File: config.mk
export PLATFORM = sky130hd
export DESIGN_NAME = ports_ctrl
export DESIGN_NICKNAME = d
export VERILOG_FILES = /design/src/rtl/ports_ctrl_pkg.sv /design/src/rtl/ports_ctrl_key.sv /design/src/rtl/ports_ctrl.sv
export SDC_FILE = /design/constraint.sdc
export NUM_CORES = 1
export LEC_CHECK = 0
export CAP_MARGIN = 10
export CELL_PAD_IN_SITES_DETAIL_PLACEMENT = 1
export CELL_PAD_IN_SITES_GLOBAL_PLACEMENT = 2
export CORE_ASPECT_RATIO = 1.25
export CORE_MARGIN = 2
export CORE_UTILIZATION = 37
export DETAILED_ROUTE_END_ITERATION = 16
export MAX_ROUTING_LAYER = met4
export PLACE_DENSITY = 0.88
export SETUP_SLACK_MARGIN = 0.3
export SLEW_MARGIN = 40
export SYNTH_ARGS = -nofsm -noshare
export SYNTH_HDL_FRONTEND = slang
export SYNTH_SLANG_ARGS = --single-unit
File: constraint.sdc
create_clock -name clk -period 3.1 [get_ports clk]
set_clock_uncertainty 0.05 [all_clocks]
set_input_delay 0.465 -clock clk [delete_from_list [all_inputs] [get_ports clk]]
set_output_delay 0.465 -clock clk [all_outputs]
set_load 0.01 [all_outputs]
File: src/rtl/ports_ctrl_pkg.sv
// Shared register map, field widths and helpers for the ports controller.
// Imported by the top level and by the key debouncer.
package ports_ctrl_pkg;

    localparam int ADDR_W   = 3;
    localparam int DATA_W   = 32;
    localparam int LED_W    = 8;
    localparam int GPIO_W   = 8;
    localparam int PERIOD_W = 24;
    localparam int IDX_W    = 3;
    localparam int KEY_W    = 2;

    localparam logic [ADDR_W-1:0] ADDR_CTRL   = 3'd0;
    localparam logic [ADDR_W-1:0] ADDR_LED    = 3'd1;
    localparam logic [ADDR_W-1:0] ADDR_GPIO   = 3'd2;
    localparam logic [ADDR_W-1:0] ADDR_PERIOD = 3'd3;
    localparam logic [ADDR_W-1:0] ADDR_PAT    = 3'd4;
    localparam logic [ADDR_W-1:0] ADDR_LEN    = 3'd5;
    localparam logic [ADDR_W-1:0] ADDR_KEY    = 3'd6;
    localparam logic [ADDR_W-1:0] ADDR_EDGE   = 3'd7;

    localparam int CTRL_MODE_BIT   = 0;
    localparam int CTRL_IRQ_EN_BIT = 1;
    localparam int PAT_IDX_LSB     = 8;

    // Advance wraps to 0 at the last entry, or beyond it after SEQ_LEN shrinks.
    function automatic logic [IDX_W-1:0] next_idx(
        input logic [IDX_W-1:0] idx,
        input logic [IDX_W-1:0] len
    );
        return (idx >= len) ? '0 : idx + IDX_W'(1);
    endfunction

endpackage

File: src/rtl/ports_ctrl_key.sv
// Per-key 2-FF synchronizer and debouncer.
// state is 1 while the button is pressed; press pulses on acceptance of a press.
module key_debounce
    import ports_ctrl_pkg::*;
#(
    parameter int DEBOUNCE_CYCLES = 50000
) (
    input  logic clk,
    input  logic reset,
    input  logic key_n,
    output logic state,
    output logic press
);

    localparam int CNT_W = $clog2(DEBOUNCE_CYCLES + 1);
    localparam logic [CNT_W-1:0] CNT_MAX = CNT_W'(DEBOUNCE_CYCLES - 1);

    logic [1:0]       sync;
    logic [CNT_W-1:0] cnt;

    // cnt counts consecutive samples that disagree with the accepted state.
    always_ff @(posedge clk) begin
        if (reset) begin
            sync  <= '0;
            cnt   <= '0;
            state <= 1'b0;
            press <= 1'b0;
        end else begin
            sync  <= {sync[0], ~key_n};
            press <= 1'b0;
            if (sync[1] == state) begin
                cnt <= '0;
            end else if (cnt == CNT_MAX) begin
                cnt   <= '0;
                state <= sync[1];
                press <= sync[1];
            end else begin
                cnt <= cnt + CNT_W'(1);
            end
        end
    end

endmodule

File: src/rtl/ports_ctrl.sv
// Avalon-MM LED/GPIO/key port controller with an LED pattern sequencer.
// Two debounced keys feed a W1C press-capture register and a level irq.
module ports_ctrl
    import ports_ctrl_pkg::*;
#(
    parameter int DEBOUNCE_CYCLES = 50000,
    parameter int SEQ_DEPTH       = 8
) (
    input  logic              clk,
    input  logic              reset,
    input  logic [ADDR_W-1:0] avs_address,
    input  logic              avs_read,
    input  logic              avs_write,
    input  logic [DATA_W-1:0] avs_writedata,
    output logic [DATA_W-1:0] avs_readdata,
    output logic              irq,
    output logic [LED_W-1:0]  led,
    output logic [GPIO_W-1:0] gpio,
    input  logic [KEY_W-1:0]  key
);

    logic                mode;
    logic                irq_en;
    logic [LED_W-1:0]    led_direct;
    logic [GPIO_W-1:0]   gpio_out;
    logic [PERIOD_W-1:0] seq_period;
    logic [PERIOD_W-1:0] presc;
    logic [IDX_W-1:0]    seq_len;
    logic [IDX_W-1:0]    seq_idx;
    logic [LED_W-1:0]    pattern [SEQ_DEPTH];
    logic [KEY_W-1:0]    key_state;
    logic [KEY_W-1:0]    key_press;
    logic [KEY_W-1:0]    edge_q;

    logic wr_ctrl, wr_led, wr_gpio, wr_period;
    logic wr_pat, wr_len, wr_edge, mode_rise;
    logic [IDX_W-1:0]  pat_idx;
    logic [LED_W-1:0]  seq_led;
    logic [KEY_W-1:0]  edge_clr;
    logic [DATA_W-1:0] rd_mux;
    logic              unused_wdata;

    assign wr_ctrl   = avs_write && (avs_address == ADDR_CTRL);
    assign wr_led    = avs_write && (avs_address == ADDR_LED);
    assign wr_gpio   = avs_write && (avs_address == ADDR_GPIO);
    assign wr_period = avs_write && (avs_address == ADDR_PERIOD);
    assign wr_pat    = avs_write && (avs_address == ADDR_PAT);
    assign wr_len    = avs_write && (avs_address == ADDR_LEN);
    assign wr_edge   = avs_write && (avs_address == ADDR_EDGE);

    assign mode_rise = wr_ctrl && avs_writedata[CTRL_MODE_BIT] && !mode;
    assign pat_idx   = avs_writedata[PAT_IDX_LSB +: IDX_W];
    assign edge_clr  = wr_edge ? avs_writedata[KEY_W-1:0] : '0;
    assign seq_led   = (int'(seq_idx) < SEQ_DEPTH) ? pattern[seq_idx] : '0;
    assign gpio      = gpio_out;

    assign unused_wdata = ^avs_writedata[DATA_W-1:PERIOD_W];

    key_debounce #(.DEBOUNCE_CYCLES(DEBOUNCE_CYCLES)) u_key0 (
        .clk   (clk),
        .reset (reset),
        .key_n (key[0]),
        .state (key_state[0]),
        .press (key_press[0])
    );

    key_debounce #(.DEBOUNCE_CYCLES(DEBOUNCE_CYCLES)) u_key1 (
        .clk   (clk),
        .reset (reset),
        .key_n (key[1]),
        .state (key_state[1]),
        .press (key_press[1])
    );

    always_ff @(posedge clk) begin
        if (reset) begin
            mode       <= 1'b0;
            irq_en     <= 1'b0;
            led_direct <= '0;
            gpio_out   <= '0;
            seq_period <= '0;
            seq_len    <= '0;
            for (int i = 0; i < SEQ_DEPTH; i++) begin
                pattern[i] <= '0;
            end
        end else begin
            if (wr_ctrl) begin
                mode   <= avs_writedata[CTRL_MODE_BIT];
                irq_en <= avs_writedata[CTRL_IRQ_EN_BIT];
            end
            if (wr_led) led_direct <= avs_writedata[LED_W-1:0];
            if (wr_gpio) gpio_out <= avs_writedata[GPIO_W-1:0];
            if (wr_period) seq_period <= avs_writedata[PERIOD_W-1:0];
            if (wr_len) seq_len <= avs_writedata[IDX_W-1:0];
            if (wr_pat && int'(pat_idx) < SEQ_DEPTH) begin
                pattern[pat_idx] <= avs_writedata[LED_W-1:0];
            end
        end
    end

    // A fresh start or a new period restarts the sequence from entry 0.
    always_ff @(posedge clk) begin
        if (reset) begin
            presc   <= '0;
            seq_idx <= '0;
        end else if (mode_rise || wr_period) begin
            presc   <= '0;
            seq_idx <= '0;
        end else if (mode && seq_period != '0) begin
            if (presc >= seq_period) begin
                presc   <= '0;
                seq_idx <= next_idx(seq_idx, seq_len);
            end else begin
                presc <= presc + PERIOD_W'(1);
            end
        end
    end

    always_comb begin
        rd_mux = '0;
        unique case (1'b1)
            (avs_address == ADDR_CTRL):   rd_mux[1:0] = {irq_en, mode};
            (avs_address == ADDR_LED):    rd_mux[LED_W-1:0] = led_direct;
            (avs_address == ADDR_GPIO):   rd_mux[GPIO_W-1:0] = gpio_out;
            (avs_address == ADDR_PERIOD): rd_mux[PERIOD_W-1:0] = seq_period;
            (avs_address == ADDR_LEN):    rd_mux[IDX_W-1:0] = seq_len;
            (avs_address == ADDR_KEY):    rd_mux[KEY_W-1:0] = key_state;
            (avs_address == ADDR_EDGE):   rd_mux[KEY_W-1:0] = edge_q;
            default:                      rd_mux = '0;
        endcase
    end

    // A press landing with a clear of the same bit keeps the bit set.
    always_ff @(posedge clk) begin
        if (reset) begin
            led          <= '0;
            edge_q       <= '0;
            irq          <= 1'b0;
            avs_readdata <= '0;
        end else begin
            led    <= mode ? seq_led : led_direct;
            edge_q <= (edge_q & ~edge_clr) | key_press;
            irq    <= irq_en & (|edge_q);
            if (avs_read) avs_readdata <= rd_mux;
        end
    end

endmodule

==> results of run 1 <==
report_power, final:
group / internal, mW / switching [mW]
registers: 2.94 / 0.0326
logic: 0.146 / 0.223
clock network: 1.47 / 1.13
total: 4.56 / 1.39
logic make-up after synthesis:
| logic type | synth area share |
|---|---|
| muxes | 0.0663 |
| adders and majority gates | 0.0393 |
| buffers and inverters | 0.0408 |
| xor gates and xnor gates | 0.0302 |
| and+or+nand+nor | 0.234 |
| other | 0.000380 |
| DFF | 0.499 |
| AOI/OAI and AO/OA | 0.0898 |
what timing repair did:
item,in CTS,in global routing
setup buffers,0,2
endpoints found under the setup margin,11,19
pin swaps,0,3
endpoints found under the hold margin,0,0
gates resized for setup,2,0
per-stage QoR:
step                utilization  total power, mW
finish                    0.451             5.95
global route              0.451             6.17
CTS                       0.450             6.03
detailed placement        0.423             3.40
global placement          0.423             3.39
floorplan                     -             3.24
per-layer routing:
layer / vias to the layer above / global-route usage
li1: 3729 / -
met2: 116 / 0.348
met4: 0 / 0.0512
met3: 40 / 0.0267
met1: 3729 / 0.250
met5: - / -
layout make-up:
class,instances,area (sq um),share of cell area
clock buffers,29,608,0.0517
well taps,340,425,0.0361
clock inverters,12,95.1,0.00808
repair buffers,108,991,0.0842
flip-flops and latches,214,4920,0.418
multi-input cells,730,4580,0.389
diodes,1,2.50,0.000213
inverters,38,143,0.0121
registers in the layout (all words and copies together), names as in the netlist, 3 cells and up, named ones only:
signal        count
avs_readdata     24
gpio              8
led               8
led_direct        8
pattern          64
presc            24
seq_idx           3
seq_len           3
seq_period       24
u_key0.cnt       16
u_key1.cnt       16
worst min path at each step:
stage	to	slack, ns	start
after CTS	seq_period[1]	0.10	reset
after floorplan	edge_q[0]	0.36	u_key0.press
final	seq_period[1]	0.11	reset
after detailed placement	u_key0.sync[1]	0.38	u_key0.sync[0]
after global routing	seq_period[1]	0.11	reset
after global placement	u_key0.sync[1]	0.37	u_key0.sync[0]
Yosys cell counts, types with 20 or more instances:
cell type,count,area share
sky130_fd_sc_hd__a21oi_1,80,0.041
sky130_fd_sc_hd__and2_1,67,0.042
sky130_fd_sc_hd__clkbuf_1,41,0.016
sky130_fd_sc_hd__dfxtp_1,150,0.30
sky130_fd_sc_hd__edfxtp_1,64,0.19
sky130_fd_sc_hd__ha_1,31,0.039
sky130_fd_sc_hd__inv_1,38,0.014
sky130_fd_sc_hd__nand2_1,131,0.050
sky130_fd_sc_hd__nand3_1,37,0.019
sky130_fd_sc_hd__nor2_1,113,0.043
sky130_fd_sc_hd__nor2b_1,26,0.016
sky130_fd_sc_hd__xor2_1,20,0.018
==> run summary, run 1 <==
The congestion estimate from routability-driven global placement came to 0.804. 90 I/O pins were placed. Initial cell density of the core: 0.378. Wire segments on met2 add up to 13900 um in the final route.

The worst register-to-register path has a depth of 10. For this run, the number of standard cells in the final layout without fillers is 1472. At the pin with the least slew margin, the transition time is 0.783 ns. The first-pass GRT wire length is 43300 um, and the cell depth of the worst min-delay path is 2. Leaving out fill and tap cells, the most frequent cell in the layout is sky130_fd_sc_hd__dfxtp_1. The area of the die was 0.0280 sq mm. Entering global routing, the biggest net connects 69 pins. The maximum operating frequency came out at 380 MHz. CTS placed an instance of sky130_fd_sc_hd__clkbuf_16 at the clock tree root.

In the final routed layout, each cell accounts on average for 18.5 um. For the final routed database, the setup TNS stands at 0 ns. The cell with the largest stage delay on the worst path is sky130_fd_sc_hd__or4_4. The logs give 1 for the level count of the clock H-tree and 0.47 ns for the flop-to-flop setup slack.

The die boundary width came out at 150 um. The max-slew violation count came out at 0. The share of cells above drive strength 1 was 0.0964. In this design, the largest share of critical-path delay is due to simple AND/OR/NAND/NOR gates. The number of buffer cells added on primary ports was 73; the height of the die was 187 um. Count of yosys warnings during synthesis: 0. The mapped netlist covers 0.00987 sq mm. The clock edge transition at the registers on the reported setup and hold paths is 0.07 ns, and the number of synthesized flops with an enable pin is 64. For this block, the initial DRC count from the detailed router was 307. For this design the static power due to leakage is 4.23 nW. The power density over cell area is 506 mW/mm^2, and the number of buffers added by the clock tree synthesis step is 23. For this run the aggregate overflow at the end of global routing stands at 0.

The worst setup path is captured at a flip-flop. The critical path crosses 10 cells after its start point. The most used flip-flop cell after synthesis is sky130_fd_sc_hd__dfxtp_1.

The synthesized netlist contains 49 unique library cells. The layout-stage area growth over the synthesis result works out to 19.3%. At the worst endpoint, the arrival time is 2.99 ns. The max-capacitance violation count is 0. After detailed routing, the wire length on met1 is 11700 um.

On the worst path, the slowest cell contributes a delay of 0.59 ns. The async set-or-reset flop fraction in the synthesized netlist came out at 0. STA classifies the critical path startpoint as a flip-flop.

Counting both buffers and inverters, the worst setup path holds a total of 2. The final layout contains 1187 nets. The required time at the worst-slack endpoint was 3.46 ns; the number of hold buffers added after CTS was 0. At the later pin of the worst-skew pair, clock insertion delay measures 0.52 ns. Synthesis inferred 214 register bits. The tools report the worst slew margin relative to its limit as 0.477. Walking the worst path, the cells encountered are inv_1, ha_1, nand4_1, or4_4, a21oi_1, a211o_1, nor3_2, buf_4, a21o_1, a22o_1. The layout has 3012 filler cells. In the layout the commonest cells are 150 x sky130_fd_sc_hd__dfxtp_1, 131 x sky130_fd_sc_hd__nand2_1, 112 x sky130_fd_sc_hd__nor2_1, 80 x sky130_fd_sc_hd__a21oi_1, 72 x sky130_fd_sc_hd__clkdlybuf4s50_1.

Along the worst path, the maximum fanout reaches 13. Final number of setup-violating endpoints: 0. The setup path with the least slack is of type reg2reg. The tightest min-delay check is of the in2reg type. IR analysis of the VDD net gives a maximum drop of 0.338 mV. CTS saw 214 sinks.

The detail route stage leaves a number of antenna-violating nets equal to 0. The fraction of the cycle the final worst path needs came out at 0.849. The longest clock path from root to sink contains 3 buffers. The cell count after synthesis is 1034. The post-synthesis sequential area ratio came out at 0.499.

The finished layout cell area came out at 0.0118 sq mm. In this run the top signal layer used is met4. Summed over all nets, the half-perimeter wirelength after detailed placement is 19800 um. The smallest clock period supported by the final layout is computed as 2.63 ns. The overall track demand over capacity in global routing came out at 0.202. Summing over every cut layer, the via total after detailed routing is 7614.

The critical path ends at presc[7]. The average size of a mapped cell is 9.54 sq um, and the floorplan row count is 66. The startpoint identified for the worst register-to-register timing path is seq_period[21]. The worst-case setup margin in the final layout came out at 0.469 ns. The critical path launch point is seq_period[21].

In the routed design, unresolved DRC markers number 0. The run finished with clean final reports. The total routed wirelength was 27300 um. The worst register-to-register path ends at presc[7].

TritonCTS built the clock tree. Cell area reported after detailed placement: 0.0110 sq mm. Setup repair after global routing left no endpoint under its margin. The number of endpoints with negative hold slack in the final report was 0; the number of detailed-route iterations in the first pass was 4. In this run the standard cell core region covers 0.0261 sq mm.

The number of placed instances, taps included was 1428. The number of antenna violations at the first check in global routing was 1. Summed over all nets, wire length on met3 after detailed routing comes to 1110 um. Using the TritonRoute via totals, the vias-per-cell ratio works out to 5.17. Worst hold margin: 0.112 ns. Timing analysis after detailed placement gives a worst setup slack of 0.257 ns. The number of global-route vias before repair was 7806.
No activity file was read; power rests on OpenSTA's default activity.
==> run 2: changes to the inputs <==
==> constraint.sdc (replaced) <==
create_clock -name clk -period 2.6 [get_ports clk]
set_clock_uncertainty 0.05 [all_clocks]
set_input_delay 0.39 -clock clk [delete_from_list [all_inputs] [get_ports clk]]
set_output_delay 0.39 -clock clk [all_outputs]
set_load 0.01 [all_outputs]
==> run 2 against run 1 <==
Effect of this change:
- register-to-register slack lost 0.39 ns
- largest cell class unchanged
- sequential share of layout area shrank 1.8 points
- via count grew 2.0%
- first-iteration DRC count rose by 18%
- critical endpoint is now presc[2]
- global-route usage up 0.79 points
- design area increased by 4.8%
- cell count increased by 2.6%
==> run summary, run 2 (synthesis gave the netlist of run 1 again) <==
The cell with the largest stage delay on the worst path was sky130_fd_sc_hd__or4_4. The core area was 0.0261 sq mm (unchanged). The tools report the post-route setup TNS as 0 ns (unchanged). Setup repair after global routing could not meet its margin everywhere. The maximum single-stage delay on the critical path works out to 0.58 ns (about the same).

The element type at the critical path end is a flip-flop. The number of buffers added by the clock tree synthesis step is 24 (+4.3%), and the largest vdd supply drop is 0.414 mV (+23%). The cell depth of the worst min-delay path is 3 (+1). The tools report the power consumption as 7.57 mW (+27%). STA classifies the critical path startpoint as a flip-flop.

For the multi-input gate area in the final layout, the log shows 0.00473 sq mm (+3.1%). The worst slew margin relative to its limit was 0.471 (-0.00637); the number of buffer cells added on primary ports was 73 (unchanged). The most common library cell in the layout ignoring fill and taps was sky130_fd_sc_hd__dfxtp_1. The fraction of the cycle the final worst path needs is 0.969 (+0.121). The flop-to-flop setup slack came out at 0.08 ns (-0.39 ns). The signal on the critical path passes through inv_2, ha_4, nand4_1, or4_4, a21oi_2, a211o_1, nor3_2, buf_6, buf_8, buf_6, nand3b_1, nand3_1.

Number of global-route vias before repair: 8329 (+6.7%). The number of endpoints with negative hold slack in the final report was 0 (unchanged). In this run the clock root is driven by a sky130_fd_sc_hd__clkbuf_16. The capture instance of the worst register-to-register path is presc[2]. The maximum buffer depth of the clock tree was 3 (unchanged).

Final global-route overflow total: 0 (unchanged). The worst hold path begins at reset. Clock edge transition at the registers on the reported setup and hold paths: 0.06 ns (about the same). For the required time at the worst-slack endpoint, the log shows 2.94 ns (-0.52 ns). The tools report the hold-critical path endpoint as avs_readdata[6]. The clock insertion delay at the later pin of the skew report came out at 0.52 ns (about the same).

The die boundary width was 150 um (unchanged). The worst hold path belongs to the class in2reg. The level count of the clock H-tree is 1 (unchanged). The pre-CTS worst setup slack was -0.00371 ns (-0.260 ns). The data arrival time of the critical path was 2.86 ns (-0.13 ns); the pin count of the biggest net entering global routing was 72 (+4.3%). The logs give 45200 um (+4.4%) for the first-pass GRT wire length and 0 (-1) for the number of antenna violations at the first check in global routing. Number of nets at the end of the flow: 1226 (+3.3%). The switching power summed over all nets is 1.75 mW (+26%).

The overall track demand over capacity in global routing is 0.210 (+0.00790), and the clock power share is 0.460 (+0.022). The height of the die works out to 187 um (unchanged). The register with the most flip-flops was pattern. The slew at the pin with the worst max-slew slack was 0.791 ns (+0.00814 ns).

Net switching share of the total power: 0.231 (-0.00240). The library cells used most frequently in the layout, excluding fill and tap cells, are 136 x sky130_fd_sc_hd__dfxtp_1, 130 x sky130_fd_sc_hd__nand2_1, 109 x sky130_fd_sc_hd__nor2_1, 75 x sky130_fd_sc_hd__a21oi_1, 72 x sky130_fd_sc_hd__clkdlybuf4s50_1. The logs give 0 (unchanged) for the final number of setup-violating endpoints and 28600 um (+4.7%) for the total routed wirelength. The tools report the area of the die as 0.0280 sq mm (unchanged). The number of clock sinks seen by CTS was 214 (unchanged); the initial cell density of the core was 0.378 (unchanged). The worst-case setup margin in the final layout was 0.0800 ns (-0.389 ns). The count of antenna-violating nets left after detailed routing came out at 0 (unchanged). TritonCTS built the clock tree. The internal power is 5.82 mW (+28%). Final-layout fill cell count: 2969 (-1.4%). The final HPWL from detailed placement was 20400 um (+3.2%).

The leakage component of the power is 4.50 nW (+6.4%). The per-cell via count in the routed design is 5.14 (-0.59%). Number of flip-flops in the largest register: 64 (unchanged). The max-slew violation count is 0 (unchanged), and the routed wirelength normalized by instance count is 18.9 um (+2.0%).

The number of antenna diodes came out at 0 (-1). The number of placed I/O pins is 90 (unchanged), and the number of design rule violations left after detail routing is 0 (unchanged). The tools report the number of detailed-route iterations in the first pass as 4 (unchanged).

In this design, the critical path's most frequently occurring cell is sky130_fd_sc_hd__buf_6. The length in cells of the worst reg-to-reg path is 12 (+2). For the share of power burned in registers, the log shows 0.468 (-0.032). The share of cells above drive strength 1 was 0.159 (+0.0625); the share of the core filled with cells was 0.473 (+0.0217). The layout-stage area growth over the synthesis result came out at 25.0%. The maximum fanout along the worst path came out at 8 (-5).

The number of hold buffers added after CTS was 0 (unchanged); the number of design-rule violations left by the first detailed-router iteration was 361 (+18%). The post-layout minimum cycle time came out at 2.52 ns (-0.111 ns). The power density over cell area was 613 mW/mm^2 (+21%). In this run the critical register-to-register path is launched from seq_period[17].

The run gives 397 MHz (+4.4%) as the maximum operating frequency. For the max-capacitance violation count, the log shows 0 (unchanged). The placer congestion estimate was 0.859 (+6.9%). The combined flip-flop and latch cell area came out at 0.00494 sq mm (+0.41%). For the floorplan row count, the log shows 66 (unchanged). The proportion of power drawn by combinational gates came out at 0.072 (+0.010).

The worst setup path is of the reg2reg kind. The run finished with clean final reports. The total vias in the final route is 7770 (+2.0%).
run 2: power by group through the flow:
stage                     sequential, mW  combinational, mW  clock (mW)
final                               3.54              0.543        3.48
after global routing                3.55              0.584        3.67
after CTS                           3.55              0.530        3.55
after detailed placement            3.62              0.473           0
after global placement              3.61              0.462           0
after floorplan                     3.61              0.266           0
run 2: layout make-up:
class | instances | area share
multi-input cells | 731 | 0.383
well taps | 340 | 0.0345
repair buffers | 145 | 0.106
clock inverters | 12 | 0.0113
inverters | 38 | 0.0116
clock buffers | 31 | 0.0533
flip-flops and latches | 214 | 0.401
run 2: worst max-delay path: cells and delay by family (launching register included):
family / cells / cell delay, ns
AO/OA/AOI/OAI: 2 / 0.32
buffers and inverters: 4 / 0.45
flip-flops: 1 / 0.35
adder cells (fa/ha/maj): 1 / 0.25
AND/OR/NAND/NOR: 5 / 0.97
run 2: worst max path at each step:
| stage | cells after the start | slack, ns | end | startpoint |
|---|---|---|---|---|
| 6_report | 12 | 0.08 | presc[2] | seq_period[17] |
| 5_1_grt | 10 | -0.007 | flip-flop | seq_period[18] |
| 4_1_cts | 9 | 0.09 | seq_idx[0] | seq_period[17] |
| 3_5_place_dp | 6 | -0.004 | avs_readdata[17] | avs_address[0] |
| 3_3_place_gp | 6 | 0.006 | avs_readdata[10] | avs_address[0] |
| 2_1_floorplan | 9 | 0.28 | presc[10] | seq_period[18] |
run 2: routing by layer:
metal	wire, um	up-vias	global-route usage
li1	-	3796	-
met1	12300	3798	0.257
met2	14400	122	0.358
met3	936	54	0.0205
met4	928	0	0.0751
met5	0	-	-
run 2: what timing repair did:
item / 4_1_cts / 5_1_grt
setup buffers: 11 / 2
endpoints found under the setup margin: 30 / 30
pin swaps: 11 / 19
resized for setup: 29 / 26
cloned: 2 / 0
run 2: through the flow:
| step | hold WS, ns | std cells | cell area [sq um] |
|---|---|---|---|
| after global placement | 0.371 | 1453 | 11300 |
| final | 0.343 | 1511 | 12300 |
| after detailed placement | 0.381 | 1453 | 11300 |
| after CTS | 0.316 | 1509 | 12200 |
| after floorplan | 0.363 | 1041 | 9930 |
| after global routing | 0.360 | 1511 | 12300 |
